--- config.mk ---
export PLATFORM = sky130hd
export DESIGN_NAME = mcpu_alu_sequencer_flat
export DESIGN_NICKNAME = d
export VERILOG_FILES = /design/src/rtl/mcpu_pkg.sv /design/src/rtl/mcpu_alu_sequencer_if.sv /design/src/rtl/mcpu_regfile.sv /design/src/rtl/mcpu_alu_sequencer.sv /design/src/flat_wrapper.sv
export SDC_FILE = /design/constraint.sdc
export NUM_CORES = 1
export LEC_CHECK = 0
export ABC_AREA = 1
export BUFFER_PORTS_ARGS = -buffer_cell sky130_fd_sc_hd__buf_2
export CAP_MARGIN = 5
export CORE_MARGIN = 2
export CORE_UTILIZATION = 50
export CTS_CLUSTER_SIZE = 25
export DETAILED_ROUTE_END_ITERATION = 7
export PLACE_DENSITY = 0.76
export SYNTH_ARGS = -nofsm -noshare
export SYNTH_HDL_FRONTEND = slang
export SYNTH_HIERARCHICAL = 1
export SYNTH_SLANG_ARGS = --single-unit
--- constraint.sdc ---
create_clock -name clk -period 1.3 [get_ports clk]
set_input_delay 0.065 -clock clk [delete_from_list [all_inputs] [get_ports clk]]
set_output_delay 0.065 -clock clk [all_outputs]
set_load 0.01 [all_outputs]
--- src/rtl/mcpu_pkg.sv ---
// Shared definitions for the MCPU ALU sequencer: opcodes, FSM states, instruction layout.
package mcpu_pkg;

  localparam logic [1:0] OP_AND = 2'd0;
  localparam logic [1:0] OP_OR  = 2'd1;
  localparam logic [1:0] OP_XOR = 2'd2;
  localparam logic [1:0] OP_ADD = 2'd3;

  typedef enum logic [1:0] {
    ST_IDLE = 2'd0,
    ST_EXEC = 2'd1,
    ST_WB   = 2'd2
  } state_e;

  // Instruction is {opcode, dst, src1, src2}; slot N starts at bit N*REG_ADDR.
  localparam int unsigned FLD_SRC2 = 0;
  localparam int unsigned FLD_SRC1 = 1;
  localparam int unsigned FLD_DST  = 2;
  localparam int unsigned FLD_OP   = 3;

endpackage

--- src/rtl/mcpu_alu_sequencer_if.sv ---
// Instruction, load, ALU and result signals of the MCPU ALU sequencer.
interface mcpu_alu_sequencer_if #(
  parameter int unsigned CMD_SIZE  = 2,
  parameter int unsigned WORD_SIZE = 8,
  parameter int unsigned REG_ADDR  = 2
);
  logic                            instr_valid;
  logic                            instr_ready;
  logic [CMD_SIZE+3*REG_ADDR-1:0]  instr;
  logic                            load_en;
  logic [REG_ADDR-1:0]             load_addr;
  logic [WORD_SIZE-1:0]            load_data;
  logic                            flag_clr;
  logic [CMD_SIZE-1:0]             alu_opcode;
  logic [WORD_SIZE-1:0]            alu_r1;
  logic [WORD_SIZE-1:0]            alu_r2;
  logic [2*WORD_SIZE-1:0]          alu_out;
  logic                            alu_overflow;
  logic                            res_valid;
  logic [WORD_SIZE-1:0]            res_data;
  logic [REG_ADDR-1:0]             res_dst;
  logic                            ovf_flag;

  modport master (
    output instr_valid, instr, load_en, load_addr, load_data, flag_clr, alu_out, alu_overflow,
    input  instr_ready, alu_opcode, alu_r1, alu_r2, res_valid, res_data, res_dst, ovf_flag
  );

  modport slave (
    input  instr_valid, instr, load_en, load_addr, load_data, flag_clr, alu_out, alu_overflow,
    output instr_ready, alu_opcode, alu_r1, alu_r2, res_valid, res_data, res_dst, ovf_flag
  );
endinterface

--- src/rtl/mcpu_regfile.sv ---
// Register file: two combinational read ports, writeback port taking priority over load port.
module mcpu_regfile #(
  parameter int unsigned WORD_SIZE = 8,
  parameter int unsigned REG_ADDR  = 2
) (
  input  logic                 clk_i,
  input  logic                 rst_i,
  input  logic [REG_ADDR-1:0]  ra1_i,
  input  logic [REG_ADDR-1:0]  ra2_i,
  output logic [WORD_SIZE-1:0] rd1_o,
  output logic [WORD_SIZE-1:0] rd2_o,
  input  logic                 wb_en_i,
  input  logic [REG_ADDR-1:0]  wb_addr_i,
  input  logic [WORD_SIZE-1:0] wb_data_i,
  input  logic                 ld_en_i,
  input  logic [REG_ADDR-1:0]  ld_addr_i,
  input  logic [WORD_SIZE-1:0] ld_data_i
);
  localparam int unsigned DEPTH = 2**REG_ADDR;

  logic [WORD_SIZE-1:0] mem_q [DEPTH];

  always_ff @(posedge clk_i or posedge rst_i) begin
    if (rst_i) begin
      for (int unsigned i = 0; i < DEPTH; i++) mem_q[i] <= '0;
    end else begin
      for (int unsigned i = 0; i < DEPTH; i++) begin
        if (wb_en_i && wb_addr_i == REG_ADDR'(i))      mem_q[i] <= wb_data_i;
        else if (ld_en_i && ld_addr_i == REG_ADDR'(i)) mem_q[i] <= ld_data_i;
      end
    end
  end

  assign rd1_o = mem_q[ra1_i];
  assign rd2_o = mem_q[ra2_i];
endmodule

--- src/rtl/mcpu_alu_sequencer.sv ---
// Issue/writeback sequencer wrapping a combinational MCPU_Alu: IDLE -> EXEC -> WB per instruction.
// Define MCPU_SEQ_STICKY_OVF_EN for a sticky overflow flag cleared by flag_clr.
module mcpu_alu_sequencer
  import mcpu_pkg::*;
#(
  parameter int unsigned CMD_SIZE  = 2,
  parameter int unsigned WORD_SIZE = 8,
  parameter int unsigned REG_ADDR  = 2
) (
  input logic                 clk,
  input logic                 reset,
  mcpu_alu_sequencer_if.slave bus
);
  state_e state_q, state_d;
  logic   accept, capture, wb;

  logic [CMD_SIZE-1:0]  opcode_q;
  logic [WORD_SIZE-1:0] r1_q, r2_q, res_lo_q, res_data_q;
  logic [REG_ADDR-1:0]  dst_q, res_dst_q;
  logic                 res_ovf_q, res_valid_q, ovf_q, ovf_d;

  logic [CMD_SIZE-1:0]  in_op;
  logic [REG_ADDR-1:0]  in_dst, in_src1, in_src2;
  logic [WORD_SIZE-1:0] rd1, rd2;
  logic                 is_add;

  assign in_op   = bus.instr[FLD_OP*REG_ADDR +: CMD_SIZE];
  assign in_dst  = bus.instr[FLD_DST*REG_ADDR +: REG_ADDR];
  assign in_src1 = bus.instr[FLD_SRC1*REG_ADDR +: REG_ADDR];
  assign in_src2 = bus.instr[FLD_SRC2*REG_ADDR +: REG_ADDR];
  assign is_add  = (opcode_q == CMD_SIZE'(OP_ADD));

  mcpu_regfile #(
    .WORD_SIZE (WORD_SIZE),
    .REG_ADDR  (REG_ADDR)
  ) u_regfile (
    .clk_i     (clk),
    .rst_i     (reset),
    .ra1_i     (in_src1),
    .ra2_i     (in_src2),
    .rd1_o     (rd1),
    .rd2_o     (rd2),
    .wb_en_i   (wb),
    .wb_addr_i (dst_q),
    .wb_data_i (res_lo_q),
    .ld_en_i   (bus.load_en),
    .ld_addr_i (bus.load_addr),
    .ld_data_i (bus.load_data)
  );

  always_ff @(posedge clk or posedge reset) begin
    if (reset) state_q <= ST_IDLE;
    else       state_q <= state_d;
  end

  always_comb begin
    state_d = state_q;
    accept  = 1'b0;
    capture = 1'b0;
    wb      = 1'b0;
    case (state_q)
      ST_IDLE: if (bus.instr_valid) begin
        accept  = 1'b1;
        state_d = ST_EXEC;
      end
      ST_EXEC: begin
        capture = 1'b1;
        state_d = ST_WB;
      end
      ST_WB: begin
        wb      = 1'b1;
        state_d = ST_IDLE;
      end
      default: state_d = ST_IDLE;
    endcase
  end

`ifdef MCPU_SEQ_STICKY_OVF_EN
  // A set in WB outranks a same-cycle clear.
  always_comb begin
    ovf_d = bus.flag_clr ? 1'b0 : ovf_q;
    if (wb) ovf_d = ovf_d | (is_add & res_ovf_q);
  end
`else
  logic unused_flag_clr;
  assign unused_flag_clr = bus.flag_clr;

  always_comb begin
    ovf_d = ovf_q;
    if (wb) ovf_d = is_add & res_ovf_q;
  end
`endif

  always_ff @(posedge clk or posedge reset) begin
    if (reset) begin
      opcode_q    <= '0;
      r1_q        <= '0;
      r2_q        <= '0;
      dst_q       <= '0;
      res_lo_q    <= '0;
      res_ovf_q   <= 1'b0;
      res_valid_q <= 1'b0;
      res_data_q  <= '0;
      res_dst_q   <= '0;
      ovf_q       <= 1'b0;
    end else begin
      if (accept) begin
        opcode_q <= in_op;
        r1_q     <= rd1;
        r2_q     <= rd2;
        dst_q    <= in_dst;
      end
      if (capture) begin
        res_lo_q  <= bus.alu_out[WORD_SIZE-1:0];
        res_ovf_q <= bus.alu_overflow;
      end
      res_valid_q <= wb;
      if (wb) begin
        res_data_q <= res_lo_q;
        res_dst_q  <= dst_q;
      end
      ovf_q <= ovf_d;
    end
  end

  logic unused_alu_hi;
  assign unused_alu_hi = ^bus.alu_out[2*WORD_SIZE-1:WORD_SIZE];

  assign bus.instr_ready = (state_q == ST_IDLE);
  assign bus.alu_opcode  = opcode_q;
  assign bus.alu_r1      = r1_q;
  assign bus.alu_r2      = r2_q;
  assign bus.res_valid   = res_valid_q;
  assign bus.res_data    = res_data_q;
  assign bus.res_dst     = res_dst_q;
  assign bus.ovf_flag    = ovf_q;
endmodule
--- src/flat_wrapper.sv ---
// flat-port wrapper written by rule: the top's interface ports become plain ports
module mcpu_alu_sequencer_flat import mcpu_pkg::*;
#(
  parameter int unsigned CMD_SIZE  = 2,
  parameter int unsigned WORD_SIZE = 8,
  parameter int unsigned REG_ADDR  = 2
)
  (clk, reset, bus_instr_valid, bus_instr, bus_load_en, bus_load_addr, bus_load_data, bus_flag_clr, bus_alu_out, bus_alu_overflow, bus_instr_ready, bus_alu_opcode, bus_alu_r1, bus_alu_r2, bus_res_valid, bus_res_data, bus_res_dst, bus_ovf_flag);
  mcpu_alu_sequencer_if #(.CMD_SIZE(CMD_SIZE), .WORD_SIZE(WORD_SIZE), .REG_ADDR(REG_ADDR)) bus_i ();
  input logic clk;
  input logic reset;
  input wire logic [$bits(bus_i.instr_valid)-1:0] bus_instr_valid;
  input wire logic [$bits(bus_i.instr)-1:0] bus_instr;
  input wire logic [$bits(bus_i.load_en)-1:0] bus_load_en;
  input wire logic [$bits(bus_i.load_addr)-1:0] bus_load_addr;
  input wire logic [$bits(bus_i.load_data)-1:0] bus_load_data;
  input wire logic [$bits(bus_i.flag_clr)-1:0] bus_flag_clr;
  input wire logic [$bits(bus_i.alu_out)-1:0] bus_alu_out;
  input wire logic [$bits(bus_i.alu_overflow)-1:0] bus_alu_overflow;
  output wire logic [$bits(bus_i.instr_ready)-1:0] bus_instr_ready;
  output wire logic [$bits(bus_i.alu_opcode)-1:0] bus_alu_opcode;
  output wire logic [$bits(bus_i.alu_r1)-1:0] bus_alu_r1;
  output wire logic [$bits(bus_i.alu_r2)-1:0] bus_alu_r2;
  output wire logic [$bits(bus_i.res_valid)-1:0] bus_res_valid;
  output wire logic [$bits(bus_i.res_data)-1:0] bus_res_data;
  output wire logic [$bits(bus_i.res_dst)-1:0] bus_res_dst;
  output wire logic [$bits(bus_i.ovf_flag)-1:0] bus_ovf_flag;
  assign bus_i.instr_valid = bus_instr_valid;
  assign bus_i.instr = bus_instr;
  assign bus_i.load_en = bus_load_en;
  assign bus_i.load_addr = bus_load_addr;
  assign bus_i.load_data = bus_load_data;
  assign bus_i.flag_clr = bus_flag_clr;
  assign bus_i.alu_out = bus_alu_out;
  assign bus_i.alu_overflow = bus_alu_overflow;
  assign bus_instr_ready = bus_i.instr_ready;
  assign bus_alu_opcode = bus_i.alu_opcode;
  assign bus_alu_r1 = bus_i.alu_r1;
  assign bus_alu_r2 = bus_i.alu_r2;
  assign bus_res_valid = bus_i.res_valid;
  assign bus_res_data = bus_i.res_data;
  assign bus_res_dst = bus_i.res_dst;
  assign bus_ovf_flag = bus_i.ovf_flag;
  mcpu_alu_sequencer #(.CMD_SIZE(CMD_SIZE), .WORD_SIZE(WORD_SIZE), .REG_ADDR(REG_ADDR)) u_core (.clk(clk), .reset(reset), .bus(bus_i));
endmodule
# Yosys cells after proc, flatten, opt, wreduce, memory -nomap -nowiden
# Cells that the tools add are included.
# word_totals
regBits	75
in_bits	40
output_inout_bits	31
wordCells	65
# classes
order_cmp	2
eq_ne	10
muxes	20
bitwise	3
n_reduce_logical	15
# ops
op	count
$mux W8	12
$bmux W8 S2	2
$eq A2 B2 Y1 const B	6
$logic_and A1 B1 Y1	8
$reduce_bool A2 Y1	4
$eq A2 B1 Y1 const B	3
$ge A3 B3 Y1 const B	2
$logic_not A2 Y1	3
$not A2 Y3	2
$mux W1	4
$pmux W2 S2	1
$mux W2	1
$ne A2 B2 Y1 const B	1
$and A1 B1 Y1	1

# Logic depth before layout (Yosys ltp)
# logic_depth
ltp_word	4
depth_mapped	10
depth_no_buf	8

# Hierarchy
# Netlist, hierarchy kept.
# modules_own_cells
mod	n_inst	cells_each	area_each_um2	seq_area_each_um2
mcpu_regfile	1	316	2219.6	800.8
mcpu_alu_sequencer	1	181	1671.6	1076.0

# Least setup slack after synthesis
# OpenSTA, ideal clock, no wires.
# synth_timing
kind	register -> register
startpoint	register u_core.state_q[0]
endpoint	register u_core/u_regfile/mem_q[4] (netlist bit)
setup_time_ns	0.118
arrival_time_ns	1.221
t_required_ns	1.182
slack_ns	-0.039
path_stages_with_launch	10
path_buffers	3
synth_period_minus_slack_ns	1.339
path_cell_list	dfrtp_1 inv_1 nand2_2 inv_1 buf_6 buf_6 buf_12 nand4_1 nand3_1 nand2_1
# synth_between
elab_chain_cells	4
word_cells_on_any_way	5
cone_classes	1 x eq/ne; 2 x mux; 2 x reduce/logical
# synth_rtl
item	line	text
from (decl)	mcpu_alu_sequencer.sv:14	state_e state_q, state_d;
from (signal assigned)	mcpu_alu_sequencer.sv:53	else state_q <= state_d;
$eq A2 B2 Y1 (*)	mcpu_alu_sequencer.sv:61	case (state_q)
$mux W1 (*)	mcpu_alu_sequencer.sv:61	
via u_core.wb	mcpu_alu_sequencer.sv:15	logic accept, capture, wb;
$logic_and A1 B1 Y1 (*)	mcpu_regfile.sv:28	if (wb_en_i && wb_addr_i == REG_ADDR'(i)) mem_q[i] <= wb_data_i;
$mux W8 or $reduce_bool A2 Y1 (tied branches)	--	
to (signal, indexed assignment)	mcpu_regfile.sv:28	
to (signal, indexed assignment)	mcpu_regfile.sv:29	else if (ld_en_i && ld_addr_i == REG_ADDR'(i)) mem_q[i] <= ld_data_i;
to (decl)	mcpu_regfile.sv:21	logic [WORD_SIZE-1:0] mem_q [DEPTH];
# Mark *: on every way through the listed nets, which the timed path passes. The rest lies on a longest branch.
# A chain may end at the register's enable or synchronous reset.

# Worst setup path in the final report
# layout_timing
startpoint	register u_core.state_q[1]
endpoint	output port bus_instr_ready
# layout_between
elab_chain_cells	1
# layout_rtl
item	line	text
$logic_not A2 Y1	mcpu_alu_sequencer.sv:129	assign bus.instr_ready = (state_q == ST_IDLE);
to (decl)	flat_wrapper.sv:20	output wire logic [$bits(bus_i.instr_ready)-1:0] bus_instr_ready;
# Every way passes these cells.

==> impl_metrics.ini <==
[run_status]
status = complete, but fails checks
violations = setup timing

[worst_hold_path]
hold_path_startpoint = bus_load_data[0]
hold_class = input port to flop

[timing]
slew_headroom_pct = 60.6
clock_skew_ns = 0.00809
tightest_slew_ns = 0.588
tns_ns = -0.00343
fmax_ghz = 0.767
layout_setup_ws_ns = -0.00343
hold_viol_final = 0
fin_crit_sh_pct = 100
rsz0062_at_grt = yes
drv_slew = 0
fin_crit_ns = 1.30
finalSetupViolCount = 1

[critical_path]
cp-startpoint = u_core/state_q[1]
cp.required_ns = 1.24
cp-start-kind = flop
cp.arrival_ns = 1.24
critPathMaxFanout = 3
endpoint_kind = output pin
critPathKind = flop to output pin
reg2reg_from = u_core/state_q[1]

[die]
die_area_mm2 = 0.00850
pin_count = 71
fp.dieH_um = 92.2
core_mm2 = 0.00765
fp-row-count = 32
initial_core_util_pct = 50.9
die_x_um = 92.2

[clock_network]
clk_latency_ns = 0.35
cts_root_buf = clkbuf_8
cts_buffers = 9
htreeDepth = 3
cts_sinks = 75
cts_tree = built
path_clk_slew_ns = 0.08
clock_path_buffers = 2

[logic_synthesis]
synthesis.area_mm2 = 0.00389
seq_area_frac_synth_pct = 48.2
netlist.area_leader.share_pct = 48.2
synth_fp_nets = 537
yosys.cell_types.count = 20
synth_top_cell_by_area = dfrtp_1
syn_inst = 497
synth_area_per_cell_um2 = 7.83
yosys_register_bits = 75
synthTopCellsByArea = dfrtp_1, nand2_1, nand3_1
yosys_warnings = 6

[power_and_ir_drop]
powerDensity_mw_per_mm2 = 1730
p_leak_nw = 2.54
vdd_drop_max_v = 0.00101

[detailed_routing]
routed_wl_um = 10400
final_antenna_net_count = 0
routed-via-count = 3780
drc = 0
wl_per_cell_um = 15.0
viasPerCell = 5.44
drt_pass1_iterations = 5
drtIter0Drc = 288

[final_layout]
seqCellArea_mm2 = 0.00188
num_antenna_cells = 0
drive_gt1_share_pct = 21.9
fin_cells = 695
utilization_pct = 62.8
areaGrowthSynthToFinish_pct = 23.5
fill_cells = 690
design_area_mm2 = 0.00481
nets = 629
multi_input_area_mm2 = 0.00172

[global_routing]
grt_max_degree = 33
grt_pass1_wl_um = 17200
grt_usage_pct = 25.8
grt_pass1_vias = 3619
grt_overflow = 0
antenna_found_initial = 0

[place]
pre_cts_slack_ns = -0.0135
gp_congestion = 0.887
dp_hpwl_um = 7540
place_inst = 661
port_buffers = 61
dpl_cell_area_mm2 = 0.00433

[flow_run]
timing.max_cap.violations = 0
worst paths after layout:
kind	cells after the start	end	slack (ns)
worst min-delay path	3	u_core/u_regfile/mem_q[16]	0.02
worst min register to register	2	u_core/bus.alu_r1[6]	0.47
worst max register to register	6	u_core/u_regfile/mem_q[12]	0.06
min in group asynchronous	3	u_core/state_q[1]	0.26
worst max-delay path	4	bus_instr_ready	-0.003
max in group asynchronous	4	u_core/bus.alu_r2[3]	0.47
power by group:
group | internal [mW] | leakage (nW) | switching, mW
logic | 1.07 | 1.48 | 1.44
clock network | 1.18 | 0.115 | 0.849
registers | 3.10 | 0.938 | 0.701
total | 5.34 | 2.54 | 2.99
sequential cells by signal, summed over array words and instances, names as in the netlist:
| name | count |
|---|---|
| u_core/bus.res_dst | 2 |
| u_core/bus.res_valid | 1 |
| u_core/bus.alu_opcode | 2 |
| u_core/u_regfile/mem_q | 32 |
| u_core/bus.alu_r2 | 8 |
| u_core/bus.alu_r1 | 8 |
| u_core/res_ovf_q | 1 |
| u_core/res_lo_q | 8 |
| u_core/bus.res_data | 8 |
| u_core/dst_q | 2 |
| u_core/state_q | 2 |
| u_core/bus.ovf_flag | 1 |
per-layer routing:
| metal | part of all wire [%] | up-vias | global-route usage [%] |
|---|---|---|---|
| met5 | 0 | - | 0 |
| met3 | 5.8 | 20 | 3.45 |
| met1 | 46 | 1752 | 35.4 |
| met2 | 46 | 167 | 42.0 |
| li1 | - | 1841 | - |
| met4 | 1.8 | 0 | 9.58 |
what timing repair did:
item                                    in CTS  in global routing
pin swaps                                    1                  1
buffers inserted                             2                  2
hold endpoints to repair                    61                  0
endpoints found under the setup margin      14                 50
hold buffers                                15                  0
resized for setup                            5                 13
worst max-delay path: stages (launching register included):
cell     delay [ns]
dfrtp_1        0.41
buf_6          0.13
nor2_4         0.15
buf_8          0.12
buf_6          0.09
cells in the final DEF, fill, tap and decap left out, drive strengths merged:
cell type and instances:
bufinv 2, buf 89, nand2 165, o22ai 16, o21ai 33, nand4 24
nand3 93, dlygate4sd3 15, clkbuf 11, nor2 35, dfrtp 75, inv 30
clkinv 5
layout make-up:
type                       count  area share, %
multi-input combinational    366           35.7
inverter                      33           2.68
clock inverter                 4           1.54
tap                          102           2.66
clock buffer                  11           3.15
timing repair buffer         104           15.1
sequential                    75           39.1
cells in the mapped netlist:
cell type,count
dfrtp_1,75
buf_12,1
o21ai_1,4
nor2_4,2
nand2_2,8
inv_2,9
buf_4,4
nand2_1,156
buf_6,10
clkbuf_1,1
inv_1,23
nand3_2,3
buf_2,7
nand2_4,1
nand3_1,90
o21ai_0,29
clkinv_1,1
nand4_1,24
o22ai_1,16
nor2_1,33
through the flow:
| step | total power, mW | hold slack, ns |
|---|---|---|
| final | 8.33 | 0.0160 |
| after global routing | 8.83 | 0.0259 |
| after CTS | 8.25 | 0.00375 |
| after detailed placement | 6.14 | 0.0915 |
| after global placement | 6.03 | 0.0820 |
| after floorplan | 5.22 | 0.175 |
cells by family (layout without fill, tap and decap cells):
logic type      count (synthesis)  after routing  synth area share [%]
compound gates                 49             49                  6.82
buf+inv                        56            152                  8.36
simple gates                  317            317                  36.6
flops                          75             75                  48.2
Note: power is estimated with default switching activity, not from simulation.
